==> src/rtl/uart_rx_pkg.sv <==
// uart_rx_pkg: shared defaults, state encoding and tick divisor helper for the UART receiver
package uart_rx_pkg;
  localparam int NBIT_DATA_DEF = 8;
  localparam int NUM_TICKS_DEF = 16;
  typedef enum logic [1:0] {IDLE = 2'b00, START = 2'b01, DATA = 2'b10, STOP = 2'b11} state_t;
  function automatic int tick_div(input int clk_freq, input int baud_rate, input int num_ticks);
    return (clk_freq + (baud_rate * num_ticks) / 2) / (baud_rate * num_ticks);
  endfunction
endpackage

==> src/rtl/uart_rx_baud_tick_gen.sv <==
// baud_tick_gen: free-running oversampling tick, one-cycle pulse every DIV clocks
module baud_tick_gen
  import uart_rx_pkg::*;
#(
  parameter int CLK_FREQ  = 50000000,
  parameter int BAUD_RATE = 9600,
  parameter int NUM_TICKS = NUM_TICKS_DEF
) (
  input  logic CLK,
  input  logic RESET,
  output logic s_tick
);
  localparam int DIV = tick_div(CLK_FREQ, BAUD_RATE, NUM_TICKS);
  localparam int W = DIV > 1 ? $clog2(DIV) : 1;
  localparam logic [W-1:0] LAST = W'(DIV - 1);
  logic [W-1:0] cnt;
  assign s_tick = cnt == LAST;
  always_ff @(posedge CLK)
    cnt <= RESET ? '0 : s_tick ? '0 : cnt + 1'b1;
endmodule

==> src/rtl/uart_rx.sv <==
// uart_rx: oversampling UART receiver with 2-FF input synchronizer and framing error detection
module uart_rx
  import uart_rx_pkg::*;
#(
  parameter int NBIT_DATA = NBIT_DATA_DEF,
  parameter int NUM_TICKS = NUM_TICKS_DEF,
  parameter int BAUD_RATE = 9600,
  parameter int CLK_FREQ  = 50000000
) (
  input  logic                 CLK,
  input  logic                 RESET,
  input  logic                 rx_bit,
  output logic [NBIT_DATA-1:0] data_out,
  output logic                 rx_done_tick,
  output logic                 frame_err_tick,
  output logic                 busy
);
  localparam int SW = $clog2(NUM_TICKS);
  localparam int NW = NBIT_DATA > 1 ? $clog2(NBIT_DATA) : 1;
  localparam logic [SW-1:0] S_HALF = SW'(NUM_TICKS / 2 - 1);
  localparam logic [SW-1:0] S_LAST = SW'(NUM_TICKS - 1);
  localparam logic [NW-1:0] N_LAST = NW'(NBIT_DATA - 1);
  state_t state, state_n;
  logic [1:0] sync;
  logic rx_s, s_tick, done_n, err_n;
  logic [SW-1:0] s_cnt, s_n;
  logic [NW-1:0] n_cnt, n_n;
  logic [NBIT_DATA-1:0] shreg, b_n, d_n;
  baud_tick_gen #(.CLK_FREQ(CLK_FREQ), .BAUD_RATE(BAUD_RATE), .NUM_TICKS(NUM_TICKS)) u_tick (
    .CLK(CLK), .RESET(RESET), .s_tick(s_tick)
  );
  assign rx_s = sync[1];
  assign busy = state != IDLE;
  always_ff @(posedge CLK)
    if (RESET) begin
      state <= IDLE;
      sync <= 2'b11;
      s_cnt <= '0;
      n_cnt <= '0;
      shreg <= '0;
      data_out <= '0;
      rx_done_tick <= 1'b0;
      frame_err_tick <= 1'b0;
    end else begin
      state <= state_n;
      sync <= {sync[0], rx_bit};
      s_cnt <= s_n;
      n_cnt <= n_n;
      shreg <= b_n;
      data_out <= d_n;
      rx_done_tick <= done_n;
      frame_err_tick <= err_n;
    end
  always_comb begin
    state_n = state;
    s_n = s_cnt;
    n_n = n_cnt;
    b_n = shreg;
    d_n = data_out;
    done_n = 1'b0;
    err_n = 1'b0;
    case (state)
      IDLE:
        if (!rx_s) begin
          state_n = START;
          s_n = '0;
        end
      START:
        if (s_tick) begin
          if (s_cnt == S_HALF) begin
            state_n = rx_s ? IDLE : DATA;
            s_n = '0;
            n_n = '0;
          end else s_n = s_cnt + 1'b1;
        end
      DATA:
        if (s_tick) begin
          if (s_cnt == S_LAST) begin
            b_n = NBIT_DATA'({rx_s, shreg} >> 1);
            s_n = '0;
            state_n = n_cnt == N_LAST ? STOP : DATA;
            n_n = n_cnt == N_LAST ? n_cnt : n_cnt + 1'b1;
          end else s_n = s_cnt + 1'b1;
        end
      STOP:
        if (s_tick) begin
          if (s_cnt == S_LAST) begin
            d_n = rx_s ? shreg : data_out;
            done_n = rx_s;
            err_n = !rx_s;
            state_n = IDLE;
            s_n = '0;
          end else s_n = s_cnt + 1'b1;
        end
      default: state_n = IDLE;
    endcase
  end
endmodule

==> config.mk <==
export PLATFORM = sky130hd
export DESIGN_NAME = uart_rx
export DESIGN_NICKNAME = d
export VERILOG_FILES = /design/src/rtl/uart_rx_pkg.sv /design/src/rtl/uart_rx_baud_tick_gen.sv /design/src/rtl/uart_rx.sv
export SDC_FILE = /design/constraint.sdc
export NUM_CORES = 1
export LEC_CHECK = 0
export BUFFER_PORTS_ARGS = -buffer_cell sky130_fd_sc_hd__buf_2
export CAP_MARGIN = 20
export CORE_ASPECT_RATIO = 0.7
export CORE_UTILIZATION = 35
export DETAILED_ROUTE_END_ITERATION = 16
export GPL_TIMING_DRIVEN = 0
export SLEW_MARGIN = 20
export SYNTH_ARGS = -nofsm -noshare
export SYNTH_HDL_FRONTEND = slang
export SYNTH_HIERARCHICAL = 1
export SYNTH_SLANG_ARGS = --single-unit
==> constraint.sdc <==
create_clock -name CLK -period 2.1 [get_ports CLK]
set_clock_uncertainty 0.2 [all_clocks]
set_input_delay 0 -clock CLK [delete_from_list [all_inputs] [get_ports CLK]]
set_output_delay 0 -clock CLK [all_outputs]
set_load 0.02 [all_outputs]
-- After elaboration in Yosys (flattened, before gate mapping)
Index checks and enable logic that the tools add are counted.
W data, S select, Z words.
- $add $sub $neg: 3
- eq/ne operators: 16
- muxes and demuxes: 22
- bitwise gates (word level): 3
- reductions and logical operators: 12
- operators by type and width (operator ; number):
    $mux W4 ; 5
    $mux W2 ; 8
    $mux W3 ; 5
    $pmux W4 S3 ; 1
    $ne A2 B2 Y1 const B ; 5
    $add A9 B1 Y9 const B ; 1
    $eq A9 B9 Y1 const B ; 1
    $ne A2 B1 Y1 const B ; 4
    $pmux W2 S4 ; 1
    $reduce_and A7 Y1 ; 1
    $pmux W3 S2 ; 1
    $reduce_and A3 Y1 ; 2
    $reduce_and A6 Y1 ; 1
    $add A4 B1 Y4 const B ; 1
    $eq A2 B2 Y1 const B ; 2
    $eq A4 B3 Y1 const B ; 1
    $eq A4 B4 Y1 const B ; 1
    $reduce_and A4 Y1 ; 1
    $reduce_bool A2 Y1 ; 2
    $reduce_or A2 Y1 ; 2
    $reduce_or A4 Y1 ; 1
    $add A3 B1 Y3 const B ; 1
    $eq A3 B3 Y1 const B ; 1
    $not A1 Y1 ; 3
    other kinds (4) ; 4
- register bits after elaboration: 38
- bits of input ports: 3
- output and inout port bits: 11
- logic and storage cells: 65

-- Logic depth before layout (Yosys ltp)
- word-level depth: 5
- mapped depth: 8
- mapped depth without buffers: 8

-- By module
Netlist, hierarchy kept.
- by module, submodules not included (module ; instances ; cells each ; area each (um^2) ; sequential area each (um^2)):
    uart_rx ; 1 ; 128 ; 1270.0 ; 580.6
    baud_tick_gen ; 1 ; 44 ; 395.4 ; 180.2

-- Least setup slack after synthesis
No wires, ideal clock.
- kind: flip-flop to flip-flop
- start point: register u_tick.cnt[0]
- end point: register n_cnt[0]
- setup time: 69 ps
- arrival time: 1908 ps
- data required time: 1831 ps
- path slack: -77 ps
- stages on the path, launching flop included: 8
- path buffers: 0
- period minus slack after synthesis: 2177 ps
- cells stage by stage: dfxtp_1 > ha_1 > nand4bb_1 > nor2_1 > nand4_4 > nor2_8 > or4b_1 > o21ai_1
- longest elaborated chain between the ends: 3
- elaborated cells between the ends (all ways): 4
- those cells by class: eq/ne (3); reduce/logical (1)
- RTL lines (element ; line ; source):
    from (decl) ; uart_rx_baud_tick_gen.sv:16 ; logic [W-1:0] cnt;
    from (signal assigned) ; uart_rx_baud_tick_gen.sv:19 ; cnt <= RESET ? '0 : s_tick ? '0 : cnt + 1'b1;
    $eq A9 B9 Y1 (*) ; uart_rx_baud_tick_gen.sv:17 ; assign s_tick = cnt == LAST;
    named net s_tick ; uart_rx.sv:25 ; logic rx_s, s_tick, done_n, err_n;
    $ne A2 B1 Y1 (no source line) ; - ;
    $reduce_and A6 Y1 (no source line) (*) ; - ;
    to (signal assigned) ; uart_rx.sv:48 ; n_cnt <= n_n;
    to (decl) ; uart_rx.sv:27 ; logic [NW-1:0] n_cnt, n_n;
Mark *: on every way through the listed nets, which the timed path passes. The rest lies on a longest branch.
A chain may end at the register's enable or synchronous reset.

-- Worst setup path after layout
- start point: register u_tick.cnt[1]
- end point: register n_cnt[1]
Same word-level chain as after synthesis.

==> metrics <==
Final Hold Vio Count=0; layout cell share with drive strength beyond 1=26.9%; Mapped Avg Cell Area=9.68 um^2; Synth-to-Final Area Change=26.7%; library cells used by synthesis=40; Synth Net Count=180; first-pass iteration count of the detailed router=4; sequential fraction of the synthesis area=45.7%; Pins Over Slew Limit=0; Tightest Pin Transition=0.488 ns; core area=4450 um^2; initial core utilization=37.4%; DR vias/cell=4.98; Synth Cell Area=1670 um^2; CTS Root Cell=clkbuf_8; die width=84.4 um; placed cell areas=1800 um^2; Synth top area share=45.7%; initial antenna violation count=0; status=complete, no violations; LEAKAGE=0.851 nW; YS warnings=6; fin util=47.4%; CP Capture Type=flip-flop; CP required=2.09 ns; largest family of logic cells by synthesized area=simple AND/OR/NAND/NOR gates; pin count of the biggest net entering global routing=14; top cells by area, synth=dfxtp_1 46%, mux2i_1 9.6%, nor2_1 6.3%; final worst slack=0.0804 ns; dominant cell type by area after synthesis=dfxtp_1; I/O Buffers=13; max_slew headroom=67.5%; antenna-violating nets left=0; Max Cap Violations=0; kind of critical path=reg2reg; final setup fails=0; cell area after layout=2110 um^2; clk slew on worst S/H paths=0.08 ns; minimum clock period=2.02 ns; Max Clk Rate=0.495 GHz; CTS buffer count=5; Placement Rows=20; iteration-0 DRC count of the detailed router=29; Overall Power=0.00154 W; Clock Sinks=38; TritonCTS clock tree=built; adder-cell area share of the yosys netlist=3.76%; post-synthesis xor/xnor area fraction=1.58%; worst skew pair latency=0.29 ns; gate count of the mapped netlist=172; RSZ-0062 raised after global routing=false; CP cell instances=inv_2, ha_4, nand4bb_4, nor2_4, buf_6, nand4_1, o32ai_4, nor3b_2, a31o_2; H-tree levels=2; Placer Congestion=0.785; worst slack, placed=-0.235 ns; buffers from clock root to sink, at most=2; post-synthesis compound-gate area fraction=9.69%; startpoint types=flip-flop; fin crit share=96.2%; Max FO, Critical Path=4; Post-Synth Simple-Gate Area=25.5%; DRC violations left=0; wire per inst=12.7 um; largest stage delay on the critical path=0.35 ns; Hold WC Path Type=in2reg; Power Dens Cells=729 nW/um^2; die height=59.7 um; Seq cells post-synth=38; worst vdd ir=0.406 mV; layout net count=208; DPL Wire Length=2140 um; mux cell area share after synthesis=10.3%; GRT Total Usage=14.1%; # IOs=14; DIE AREA=5040 um^2; via count=1275; CP arrival=2.01 ns; grt ovf=0; Antenna Cells=0; Detailed Route WL=3250 um; slowest stage cell on the critical path=dfxtp_4; vias in the first global route=1120; first-pass GRT wire length=5310 um; reg2reg setup slack=0.08 ns
-- flip-flops by register name, summed over array words and instances (netlist names), named ones only --
register / flops
n_cnt: 3
shreg: 8
state: 1
s_cnt: 4
data_out: 8
sync: 2
frame_err_tick: 1
u_tick/cnt: 9
rx_done_tick: 1
-- per-layer routing --
| layer | part of all wire, % | track usage, % | up-vias |
|---|---|---|---|
| li1 | - | - | 664 |
| met4 | 2.4 | 8.72 | 0 |
| met1 | 55 | 19.7 | 585 |
| met5 | 0 | 0 | - |
| met3 | 2.7 | 3.73 | 8 |
| met2 | 40 | 19.3 | 18 |
-- through the flow --
stage,hold WS (ns),instances,TNS [ns]
after floorplan,-0.0962,172,0
after global placement,-0.0105,240,-1.85
after detailed placement,-0.0106,240,-2.28
after CTS,0.200,252,0
after global routing,0.230,256,0
final,0.207,256,0
-- critical path: cells and delay by family (launching register included) --
family | cells | cell delay, ns
adder cells (fa/ha/maj) | 1 | 0.13
AND/OR/NAND/NOR | 4 | 0.59
AO/OA/AOI/OAI | 2 | 0.46
buffers and inverters | 2 | 0.19
flip-flops | 1 | 0.35
-- report_power, final --
group / leakage (nW) / internal (W) / total [W] / switching, W
sequential: 0.309 / 0.000728 / 0.000738 / 0.0000105
clock: 0.0683 / 0.000476 / 0.000743 / 0.000268
combinational: 0.474 / 0.0000246 / 0.0000557 / 0.0000311
total: 0.851 / 0.00123 / 0.00154 / 0.000309
-- Yosys cell counts, drive strengths merged --
cell type / n
or4b: 1
a211o: 1
nor2: 29
ha: 5
a21oi: 10
nand3: 7
nor3: 2
o32ai: 1
o21ai: 5
inv: 3
and2: 2
o21bai: 2
and3: 1
nand2b: 2
nand3b: 1
nand2: 9
or3: 5
a32oi: 1
clkbuf: 6
nor3b: 4
nand4: 5
a211oi: 1
nand4bb: 2
a31o: 2
a41oi: 1
dfxtp: 38
xor2: 2
mux2: 1
xnor2: 1
or2: 5
buf: 1
mux2i: 16
-- layout make-up --
cell class | instances | area [um^2]
fillers | 416 | 2340
flip-flops and latches | 38 | 769
clock inverters | 3 | 68.8
clock buffers | 5 | 68.8
multi-input cells | 124 | 928
repair buffers | 21 | 146
inverters | 3 | 11.3
well taps | 55 | 68.8
plain buffers | 7 | 47.5
-- layout by cell type, fill, tap and decap left out, types with 2 or more instances in the layout --
| master | n |
|---|---|
| nand3_1 | 7 |
| or3_1 | 5 |
| xor2_1 | 2 |
| bufinv_16 | 2 |
| nand4_4 | 2 |
| nand4bb_4 | 2 |
| a21oi_1 | 10 |
| nor3b_2 | 2 |
| dfxtp_4 | 2 |
| or2_2 | 4 |
| dlygate4sd3_1 | 2 |
| inv_1 | 2 |
| clkbuf_8 | 7 |
| and2_1 | 2 |
| buf_2 | 14 |
| o21ai_0 | 4 |
| a31o_2 | 2 |
| nor3b_1 | 2 |
| nor2_1 | 27 |
| ha_1 | 4 |
| mux2i_1 | 16 |
| buf_4 | 4 |
| nor3_1 | 2 |
| nand2_1 | 9 |
| dfxtp_1 | 35 |
| nand4_1 | 3 |
| clkbuf_1 | 4 |
-- path summary, 6_finish.rpt --
check | from | endpoint | cells after the start
worst max-delay path | u_tick/cnt[1]$_SDFF_PP0_ | n_cnt[1]$_SDFFE_PP0P_ | 9
worst min-delay path | rx_bit | sync[0]$_SDFF_PP1_ | 3
worst max register to register | u_tick/cnt[1]$_SDFF_PP0_ | n_cnt[1]$_SDFFE_PP0P_ | 9
worst min register to register | sync[0]$_SDFF_PP1_ | sync[1]$_SDFF_PP1_ | 1
-- kinds of logic after synthesis --
kind of cell             count (synthesis)
adder cells (fa/ha/maj)                  5
XOR/XNOR                                 3
buffers and inverters                   10
flip-flops                              38
AND/OR/NAND/NOR                         75
AO/OA/AOI/OAI                           24
multiplexers                            17
-- timing repair --
| action | in CTS | in global routing |
|---|---|---|
| pin swaps | 2 | 4 |
| endpoints found under the hold margin | 13 | 0 |
| hold buffers | 2 | 0 |
| resized for setup | 4 | 12 |
| endpoints found under the setup margin | 19 | 13 |
| buffers inserted | 2 | 4 |
Note: power is estimated with default switching activity, not from simulation.
